<file path="config.mk">
export PLATFORM = sky130hd
export DESIGN_NAME = button_conditioner
export DESIGN_NICKNAME = d
export VERILOG_FILES = /design/src/rtl/btn_cond_pkg.sv /design/src/rtl/btn_debounce_ch.sv /design/src/rtl/button_conditioner.sv
export SDC_FILE = /design/constraint.sdc
export NUM_CORES = 1
export LEC_CHECK = 0
export CAP_MARGIN = 0
export CELL_PAD_IN_SITES_DETAIL_PLACEMENT = 0
export CELL_PAD_IN_SITES_GLOBAL_PLACEMENT = 1
export CORE_MARGIN = 1.5
export CORE_UTILIZATION = 49
export CTS_CLUSTER_DIAMETER = 40
export DETAILED_ROUTE_END_ITERATION = 16
export PLACE_DENSITY_LB_ADDON = 0.1
export SYNTH_ARGS = -nofsm -noshare
export SYNTH_HDL_FRONTEND = slang
export SYNTH_SLANG_ARGS = --single-unit
</file>
<file path="constraint.sdc">
create_clock -name clock -period 2.6 [get_ports clock]
set_input_delay 0.39 -clock clock [delete_from_list [all_inputs] [get_ports clock]]
set_output_delay 0.39 -clock clock [all_outputs]
set_load 0.03 [all_outputs]
</file>
<file path="src/rtl/btn_cond_pkg.sv">
// Shared definitions for the push-button conditioner: per-channel FSM encoding
// and a constant-function width helper for the debounce and repeat counters.
package btn_cond_pkg;

    typedef enum logic [1:0] {
        IDLE        = 2'd0,
        PRESS_CHK   = 2'd1,
        HELD        = 2'd2,
        RELEASE_CHK = 2'd3
    } btn_state_e;

    // Bits needed to hold every value 0..max_val (at least 1).
    function automatic int cnt_width(input int max_val);
        int w;
        w = 1;
        while ((longint'(1) << w) <= longint'(max_val)) w++;
        return w;
    endfunction

    function automatic int max_int(input int a, input int b);
        return (a > b) ? a : b;
    endfunction

endpackage

</file>
<file path="src/rtl/btn_debounce_ch.sv">
// One button channel: 2-flop synchroniser, optional inversion, debounce FSM with a
// saturating stability counter, registered level/press/release outputs.
// Auto-repeat of press pulses while held is built only when AUTOREPEAT_EN is defined.
module btn_debounce_ch
    import btn_cond_pkg::*;
#(
    parameter int DEBOUNCE_CYCLES = 240000,
    parameter int ACTIVE_LOW      = 0,
    parameter int REPEAT_DELAY    = 6000000,
    parameter int REPEAT_PERIOD   = 1200000
) (
    input  logic clock,
    input  logic reset,
    input  logic pin,
    output logic level,
    output logic press,
    output logic release_pulse
);

    localparam int             CW      = cnt_width(DEBOUNCE_CYCLES);
    localparam logic [CW-1:0]  CNT_MAX = CW'(DEBOUNCE_CYCLES);
    localparam logic [CW-1:0]  CNT_ONE = CW'(1);

    if (DEBOUNCE_CYCLES < 2) begin : g_bad_debounce
        $error("DEBOUNCE_CYCLES must be at least 2");
    end
    if (REPEAT_DELAY < 1 || REPEAT_PERIOD < 1) begin : g_bad_repeat
        $error("REPEAT_DELAY and REPEAT_PERIOD must be at least 1");
    end

    logic [1:0]  sync;
    logic        s;
    btn_state_e  state, state_nxt;
    logic [CW-1:0] cnt, cnt_nxt;
    logic        press_nxt, release_nxt, level_nxt;
    logic        rep_fire;

    always_ff @(posedge clock) begin
        if (reset) sync <= '0;
        else       sync <= {sync[0], pin};
    end

    assign s = (ACTIVE_LOW != 0) ? ~sync[1] : sync[1];

    always_ff @(posedge clock) begin
        if (reset) begin
            state         <= IDLE;
            cnt           <= '0;
            level         <= 1'b0;
            press         <= 1'b0;
            release_pulse <= 1'b0;
        end else begin
            state         <= state_nxt;
            cnt           <= cnt_nxt;
            level         <= level_nxt;
            press         <= press_nxt;
            release_pulse <= release_nxt;
        end
    end

    // The counter only advances while below CNT_MAX, so it saturates instead of wrapping.
    always_comb begin
        state_nxt   = state;
        cnt_nxt     = cnt;
        press_nxt   = 1'b0;
        release_nxt = 1'b0;
        case (state)
            IDLE: begin
                if (s) begin
                    state_nxt = PRESS_CHK;
                    cnt_nxt   = CNT_ONE;
                end
            end
            PRESS_CHK: begin
                if (!s) begin
                    state_nxt = IDLE;
                    cnt_nxt   = '0;
                end else if (cnt >= CNT_MAX) begin
                    state_nxt = HELD;
                    cnt_nxt   = '0;
                    press_nxt = 1'b1;
                end else begin
                    cnt_nxt   = cnt + CNT_ONE;
                end
            end
            HELD: begin
                if (!s) begin
                    state_nxt = RELEASE_CHK;
                    cnt_nxt   = CNT_ONE;
                end else begin
                    press_nxt = rep_fire;
                end
            end
            RELEASE_CHK: begin
                if (s) begin
                    state_nxt = HELD;
                    cnt_nxt   = '0;
                end else if (cnt >= CNT_MAX) begin
                    state_nxt   = IDLE;
                    cnt_nxt     = '0;
                    release_nxt = 1'b1;
                end else begin
                    cnt_nxt     = cnt + CNT_ONE;
                end
            end
            default: begin
                state_nxt = IDLE;
                cnt_nxt   = '0;
            end
        endcase
        level_nxt = (state_nxt == HELD) || (state_nxt == RELEASE_CHK);
    end

`ifdef AUTOREPEAT_EN
    localparam int            RW      = cnt_width(max_int(REPEAT_DELAY, REPEAT_PERIOD));
    localparam logic [RW-1:0] RPT_DLY = RW'(REPEAT_DELAY);
    localparam logic [RW-1:0] RPT_PER = RW'(REPEAT_PERIOD);

    logic [RW-1:0] rep_cnt;
    logic [RW-1:0] rep_target;
    logic          rep_armed;

    // First repeat after REPEAT_DELAY held cycles, then every REPEAT_PERIOD.
    assign rep_target = rep_armed ? RPT_PER : RPT_DLY;
    assign rep_fire   = (state == HELD) && s && ((rep_cnt + RW'(1)) == rep_target);

    // Holds through RELEASE_CHK so a glitch does not restart the repeat timing.
    always_ff @(posedge clock) begin
        if (reset || state == IDLE || state == PRESS_CHK) begin
            rep_cnt   <= '0;
            rep_armed <= 1'b0;
        end else if (state == HELD && s) begin
            if (rep_fire) begin
                rep_cnt   <= '0;
                rep_armed <= 1'b1;
            end else begin
                rep_cnt   <= rep_cnt + RW'(1);
            end
        end
    end
`else
    assign rep_fire = 1'b0;
`endif

endmodule

</file>
<file path="src/rtl/button_conditioner.sv">
// Push-button front end: N_BTN independent synchronise/debounce channels producing
// clean level, press and release pulses. Define AUTOREPEAT_EN for held-key repeats.
module button_conditioner
    import btn_cond_pkg::*;
#(
    parameter int N_BTN           = 3,
    parameter int DEBOUNCE_CYCLES = 240000,
    parameter int ACTIVE_LOW      = 0,
    parameter int REPEAT_DELAY    = 6000000,
    parameter int REPEAT_PERIOD   = 1200000
) (
    input  logic             clock,
    input  logic             reset,
    input  logic [N_BTN-1:0] btn_raw,
    output logic [N_BTN-1:0] level,
    output logic [N_BTN-1:0] press,
    output logic [N_BTN-1:0] release_pulse
);

    for (genvar i = 0; i < N_BTN; i++) begin : g_ch
        btn_debounce_ch #(
            .DEBOUNCE_CYCLES (DEBOUNCE_CYCLES),
            .ACTIVE_LOW      (ACTIVE_LOW),
            .REPEAT_DELAY    (REPEAT_DELAY),
            .REPEAT_PERIOD   (REPEAT_PERIOD)
        ) u_ch (
            .clock         (clock),
            .reset         (reset),
            .pin           (btn_raw[i]),
            .level         (level[i]),
            .press         (press[i]),
            .release_pulse (release_pulse[i])
        );
    end

endmodule

</file>
==> results of run 1 <==
==> layer usage <==
metal  up-vias  routed length (um)  track usage [%]
met2        55                3530             34.1
met5         -                   0                0
met3         6                 220             3.68
met1      1439                3500             27.4
li1       1543                   -                -
met4         0                  90             7.79
==> through the flow <==
step | cell area, um^2 | hold slack (ns) | instances | util [%] | setup slack [ns]
3_5_place_dp | 3740 | 0.438 | 519 | 54.5 | 0.270
3_3_place_gp | 3740 | 0.424 | 519 | 54.5 | 0.346
5_1_grt | 3930 | 0.468 | 535 | 57.1 | 0.134
6_report | 3930 | 0.450 | 535 | 57.1 | 0.461
4_1_cts | 3930 | 0.458 | 535 | 57.1 | 0.457
2_1_floorplan | 3530 | 0.414 | 420 | - | 0.869
==> worst max path at each step <==
stage	start	end	slack (ns)
2_1_floorplan	reset	g_ch[2].u_ch.cnt[15]$_SDFFE_PP0P_	0.87
3_3_place_gp	reset	g_ch[0].u_ch.cnt[14]$_SDFFE_PP0P_	0.35
3_5_place_dp	reset	g_ch[2].u_ch.cnt[16]$_SDFFE_PP0P_	0.27
4_1_cts	g_ch[2].u_ch.state[1]$_SDFF_PP0_	g_ch[2].u_ch.cnt[16]$_SDFFE_PP0P_	0.46
5_1_grt	g_ch[2].u_ch.cnt[9]$_SDFFE_PP0P_	g_ch[2].u_ch.cnt[16]$_SDFFE_PP0P_	0.13
6_report	g_ch[2].u_ch.cnt[9]$_SDFFE_PP0P_	g_ch[2].u_ch.cnt[16]$_SDFFE_PP0P_	0.46
==> power groups by stage <==
| stage | clock (W) | combinational (W) | sequential (W) |
|---|---|---|---|
| 2_1_floorplan | 0 | 0.0000524 | 0.00119 |
| 3_3_place_gp | 0 | 0.0000767 | 0.00119 |
| 3_5_place_dp | 0 | 0.0000786 | 0.00119 |
| 4_1_cts | 0.000855 | 0.0000789 | 0.00117 |
| 5_1_grt | 0.000909 | 0.0000886 | 0.00117 |
| 6_report | 0.000836 | 0.0000781 | 0.00117 |
==> state kept, by name (all words and copies together) (netlist names) <==
signal,flops
g_ch.u_ch.sync,6
g_ch.u_ch.press,3
g_ch.u_ch.release_pulse,3
g_ch.u_ch.level,3
g_ch.u_ch.cnt,54
g_ch.u_ch.state,6
==> cell type report <==
class | instances | area [um^2]
clock buffer | 9 | 124
multi-input combinational | 305 | 1840
tap | 96 | 120
sequential | 75 | 1500
clock inverter | 7 | 57.6
timing repair buffer | 24 | 213
fill | 656 | 2940
inverter | 19 | 71.3
==> cells by family after synthesis <==
logic type,synth area share [%]
xor+xnor,3.90
mux,3.19
flops,42.5
fa+ha+maj,2.13
simple gates,26.7
buf+inv,5.39
compound gates,16.2
==> synth_stat cells, types with 8 or more instances <==
master / count
dfxtp_1: 75
nand2_1: 49
nand3_1: 37
a21oi_1: 26
nor3_1: 23
nor2_1: 19
inv_1: 18
o21ai_0: 17
a31oi_1: 11
nand4_1: 10
buf_4: 9
mux2i_1: 9
or3_1: 8
==> impl_metrics.csv, run 1 <==
group,metric,value,unit
run_status,status,"finished, final reports clean",
synth,yosysSeqAreaShare,42.5,%
global_routing,grt-ovfl-total,0,
finish,syn2layout_area_growth,11.2,%
floorplan,die-area,7720,um^2
cts,cts_htree_levels,3,
pwr,pwr-share-comb,3.8,%
pwr,switchingPower,0.000534,W
placed_design,gp_congestion,0.798,
floorplan,rows,30,
cts,clockBufferDepth,2,
drt,wl,7340,um
critical_path,required,2.88,ns
worst_hold_path,hp-start,"g_ch[2].u_ch.sync[0]$_SDFF_PP0_",
synth,synth_flop_cell,"dfxtp_1",
pwr,clkPwrFrac,40.2,%
sta,fin_crit,2.14,ns
global_routing,grt_pass1_vias,2740,
drt,drc,0,
global_routing,track_usage,20.8,%
sta,hold_viol,0,
pwr,internal_power,0.00155,W
sta,clock.fmax,468,MHz
worst_hold_path,holdPathEnd,"g_ch[2].u_ch.sync[1]$_SDFF_PP0_",
cts,clk_pin_slew_worst_paths,0.09,ns
critical_path,cp_cell_sequence,"a211oi_1, nor3_1, nor2_1, buf_4, a41oi_1, a31oi_1",
synth,avgSynthCellArea,8.40,um^2
synth,async_flop_share,0,%
global_routing,grt_start_max_net_pins,20,
placed_design,hpwl,5210,um
floorplan,ios,14,
sta,rsz0062_at_grt,"no",
cts,cts_setup_buffers,0,
synth,synth_fp_nets,431,
finish,layout_commonest_cell,"dfxtp_1",
drt,first_iter_violations,156,
critical_path,worstPathArrival,2.42,ns
critical_path,startpoint_type,"register",
critical_path,rr_worst_depth,6,
synth,ys_ff_latch,75,
synth,synth_top_cell_area_share,42.5,%
pwr,power_leakage,1.32,nW
synth,synth_area_leaders,"dfxtp_1, nand3_1, nand2_1",
critical_path,cp_num_cells,6,
cts,numCtsBuffers,9,
drt,drt-pass1-iter-count,5,
pwr,total_power,0.00208,W
pwr,switching_share,25.7,%
global_routing,grt_pass1_wl,12700,um
floorplan,core_area,6870,um^2
synth,yosysWarnings,0,
cts,cts_sinks,75,
drt,vias,3043,
sta,slew_violations,0,
cts,cts-hold-fix-buffers,0,
critical_path,cp.buffers_inverters,1,
synth,netlist_instances,420,
global_routing,antenna_found_initial,0,
floorplan,start_util,51.4,%
placed_design,port_buffers,13,
drt,vias_per_cell,5.69,
drt,wire_per_inst,13.7,um
critical_path,r2r-start,"g_ch[2].u_ch.cnt[9]$_SDFFE_PP0P_",
finish,drive_gt1_share,7.74,%
pwr,pwr-share-seq,56.1,%
sta,worst_pin_slew,1.08,ns
pwr,ir_worst_vdd,0.361,mV
cts,clk_latency,0.35,ns
critical_path,cp-end-kind,"register",
critical_path,reg2reg_to,"g_ch[2].u_ch.cnt[16]$_SDFFE_PP0P_",
sta,finClkSkew,0.00491,ns
sta,tns,0,ns
critical_path,crit_family,"simple AND/OR/NAND/NOR gates",
critical_path,crit_path_top_delay_cell,"nor2_1",
pwr,power.density,530,nW/um^2
critical_path,crit_fanout,15,
synth,yosysTopAreaCell,"dfxtp_1",
worst_hold_path,hold_path.class,"reg -> reg",
cts,tritoncts,"built",
sta,setup_viol,0,
cts,root_buffer,"clkbuf_8",
sta,relSlewSlack,27.7,%
worst_hold_path,hold_depth,1,
floorplan,die_h,87.9,um
critical_path,cpPeakStageDelay,0.59,ns
finish,diodes,0,
sta,final.period_utilization,82.3,%
floorplan,fp.dieW,87.9,um
synth,synth_cell_types,56,
cts,cts-resized-gates,0,
drt,ant_nets,0,
critical_path,crit_type,"reg -> reg",
job,max_cap_viol_count,0,
finish,layout_common_cells,"dfxtp_1, nand2_1, nand3_1",
synth,synth_edf_count,0,
critical_path,rrSetupSlack,0.46,ns
synth,netlist_area,3530,um^2
finish,nets,445,
Note: power is estimated with default switching activity, not from simulation.
==> run 2: changes to the inputs <==
- CORE_UTILIZATION: 49 -> 46
- clock period: 2.6 -> 2.2 ns (I/O delays scaled with it)
==> run 2 against run 1 <==
Design area up 2.2%. Via count fell by 0.43%. First-iteration DRC count up 7.1%. Cell count increased by 1.7%. Core utilization down 2.4 points. Largest cell class unchanged. Largest power group unchanged. Highest routed layer unchanged.
==> impl_metrics.csv, run 2 (synthesis gave the netlist of run 1 again) <==
group,metric,value,unit
drt,ant_nets,0,
cts,tritoncts,"built",
sta,worst_pin_slew,1.05,ns
cts,clk_pin_slew_worst_paths,0.09,ns
critical_path,crit_fanout,9,
global_routing,grt_start_max_net_pins,20,
drt,wire_per_inst,13.6,um
critical_path,startpoint,"g_ch[1].u_ch.sync[1]$_SDFF_PP0_",
critical_path,cp.buffers_inverters,1,
finish,diodes,0,
sta,hold_viol,0,
cts,numCtsBuffers,9,
cts,cts_sinks,75,
critical_path,r2r-start,"g_ch[1].u_ch.sync[1]$_SDFF_PP0_",
cts,root_buffer,"clkbuf_8",
sta,tns,0,ns
finish,final_area,4010,um^2
sta,slew_violations,0,
placed_design,dpl_cell_area,3800,um^2
critical_path,crit_path_top_delay_cell,"a311o_1",
worst_hold_path,hp-start,"g_ch[2].u_ch.sync[0]$_SDFF_PP0_",
drt,first_iter_violations,167,
global_routing,track_usage,18.8,%
sta,rsz0062_at_grt,"no",
drt,vias,3030,
critical_path,cpPeakStageDelay,0.45,ns
cts,clk_latency,0.35,ns
floorplan,ios,14,
finish,layout_commonest_cell,"dfxtp_1",
cts,clockBufferDepth,2,
finish,fin_util,54.7,%
cts,cts-hold-fix-buffers,0,
critical_path,cp_cell_sequence,"xor2_2, nand2_1, a311o_1, buf_4, or3_1, o21ai_0",
finish,largest_reg_flops,54,
placed_design,port_buffers,13,
cts,cts_setup_buffers,0,
placed_design,hpwl,5200,um
sta,relSlewSlack,29.3,%
critical_path,crit_family,"compound AO/OA/AOI/OAI gates",
critical_path,worstPathArrival,2.23,ns
finish,largest_register,"g_ch.u_ch.cnt",
sta,final.period_utilization,88.6,%
finish,syn2layout_area_growth,13.6,%
finish,drive_gt1_share,8.99,%
finish,layout_common_cells,"dfxtp_1, nand2_1, nand3_1",
global_routing,antenna_found_initial,0,
pwr,ir_worst_vdd,0.516,mV
global_routing,grt_pass1_wl,12700,um
floorplan,rows,31,
cts,cts-resized-gates,0,
critical_path,required,2.48,ns
floorplan,core_area,7330,um^2
critical_path,cp-end-kind,"register",
drt,drt-pass1-iter-count,4,
job,max_cap_viol_count,0,
sta,setup_viol,0,
finish,fill_cells,673,
finish,nets,451,
cts,cts_htree_levels,3,
sta,fin_crit,1.95,ns
drt,wl,7400,um
worst_hold_path,hold_path.class,"reg -> reg",
drt,vias_per_cell,5.57,
sta,finClkSkew,0.00824,ns
global_routing,grt_pass1_vias,2716,
pwr,power.density,647,nW/um^2
critical_path,startpoint_type,"register",
placed_design,gp_congestion,0.802,
finish,reg.largest.list,"g_ch.u_ch.cnt: 54 flops, g_ch.u_ch.state: 6 flops, g_ch.u_ch.sync: 6 flops",
global_routing,grt-ovfl-total,0,
floorplan,die-area,8210,um^2
floorplan,fp.dieW,90.6,um
drt,drc,0,
pwr,power_leakage,1.37,nW
run_status,status,"finished, final reports clean",
critical_path,crit_type,"reg -> reg",
sta,clock.fmax,513,MHz
pwr,total_power,0.00260,W
floorplan,start_util,48.1,%
floorplan,die_h,90.6,um
-- run 2: changes by cell type in the layout (fill, tap and decap cells not counted), sizes merged --
cell | previous run | this run
buf | 11 | 17
clkinvlp | 3 | 2
bufinv | 0 | 1
-- run 2: path summary, 6_finish.rpt --
kind                                       end  slack, ns  depth (start not counted)
max reg2reg  g_ch[1].u_ch.cnt[12]$_SDFFE_PP0P_       0.25                          6
min reg2reg    g_ch[2].u_ch.sync[1]$_SDFF_PP0_       0.44                          1
min            g_ch[2].u_ch.sync[1]$_SDFF_PP0_       0.44                          1
max          g_ch[1].u_ch.cnt[12]$_SDFFE_PP0P_       0.25                          6
-- run 2: per-stage QoR --
| stage | worst slack [ns] | hold WS, ns | std cells |
|---|---|---|---|
| floorplan | 0.484 | 0.414 | 420 |
| global placement | 0.0777 | 0.419 | 528 |
| detailed placement | 0.0540 | 0.423 | 528 |
| CTS | 0.233 | 0.444 | 544 |
| global route | 0.109 | 0.459 | 544 |
| finish | 0.251 | 0.440 | 544 |
-- run 2: metal layers --
layer  vias up  GRT usage [%]  share of wire [%]
met4         0           7.41                1.0
li1       1557              -                  -
met3         6           2.86                2.3
met1      1434           25.5                 51
met2        33           30.1                 46
met5         -              0                  0
-- run 2: final cells by class --
cell class	count	area [um^2]	area share, %
timing repair buffer	30	270	6.74
tap	99	124	3.09
clock buffer	9	124	3.09
sequential	75	1500	37.4
inverter	19	71.3	1.78
multi-input combinational	305	1840	45.8
clock inverter	7	82.6	2.06
-- run 2: where the power goes --
part           internal (W)  switching [W]   total, W  leakage [nW]
Combinational     0.0000381      0.0000568  0.0000949         0.662
Clock              0.000544       0.000579    0.00112        0.0988
Sequential          0.00137      0.0000109    0.00138         0.606
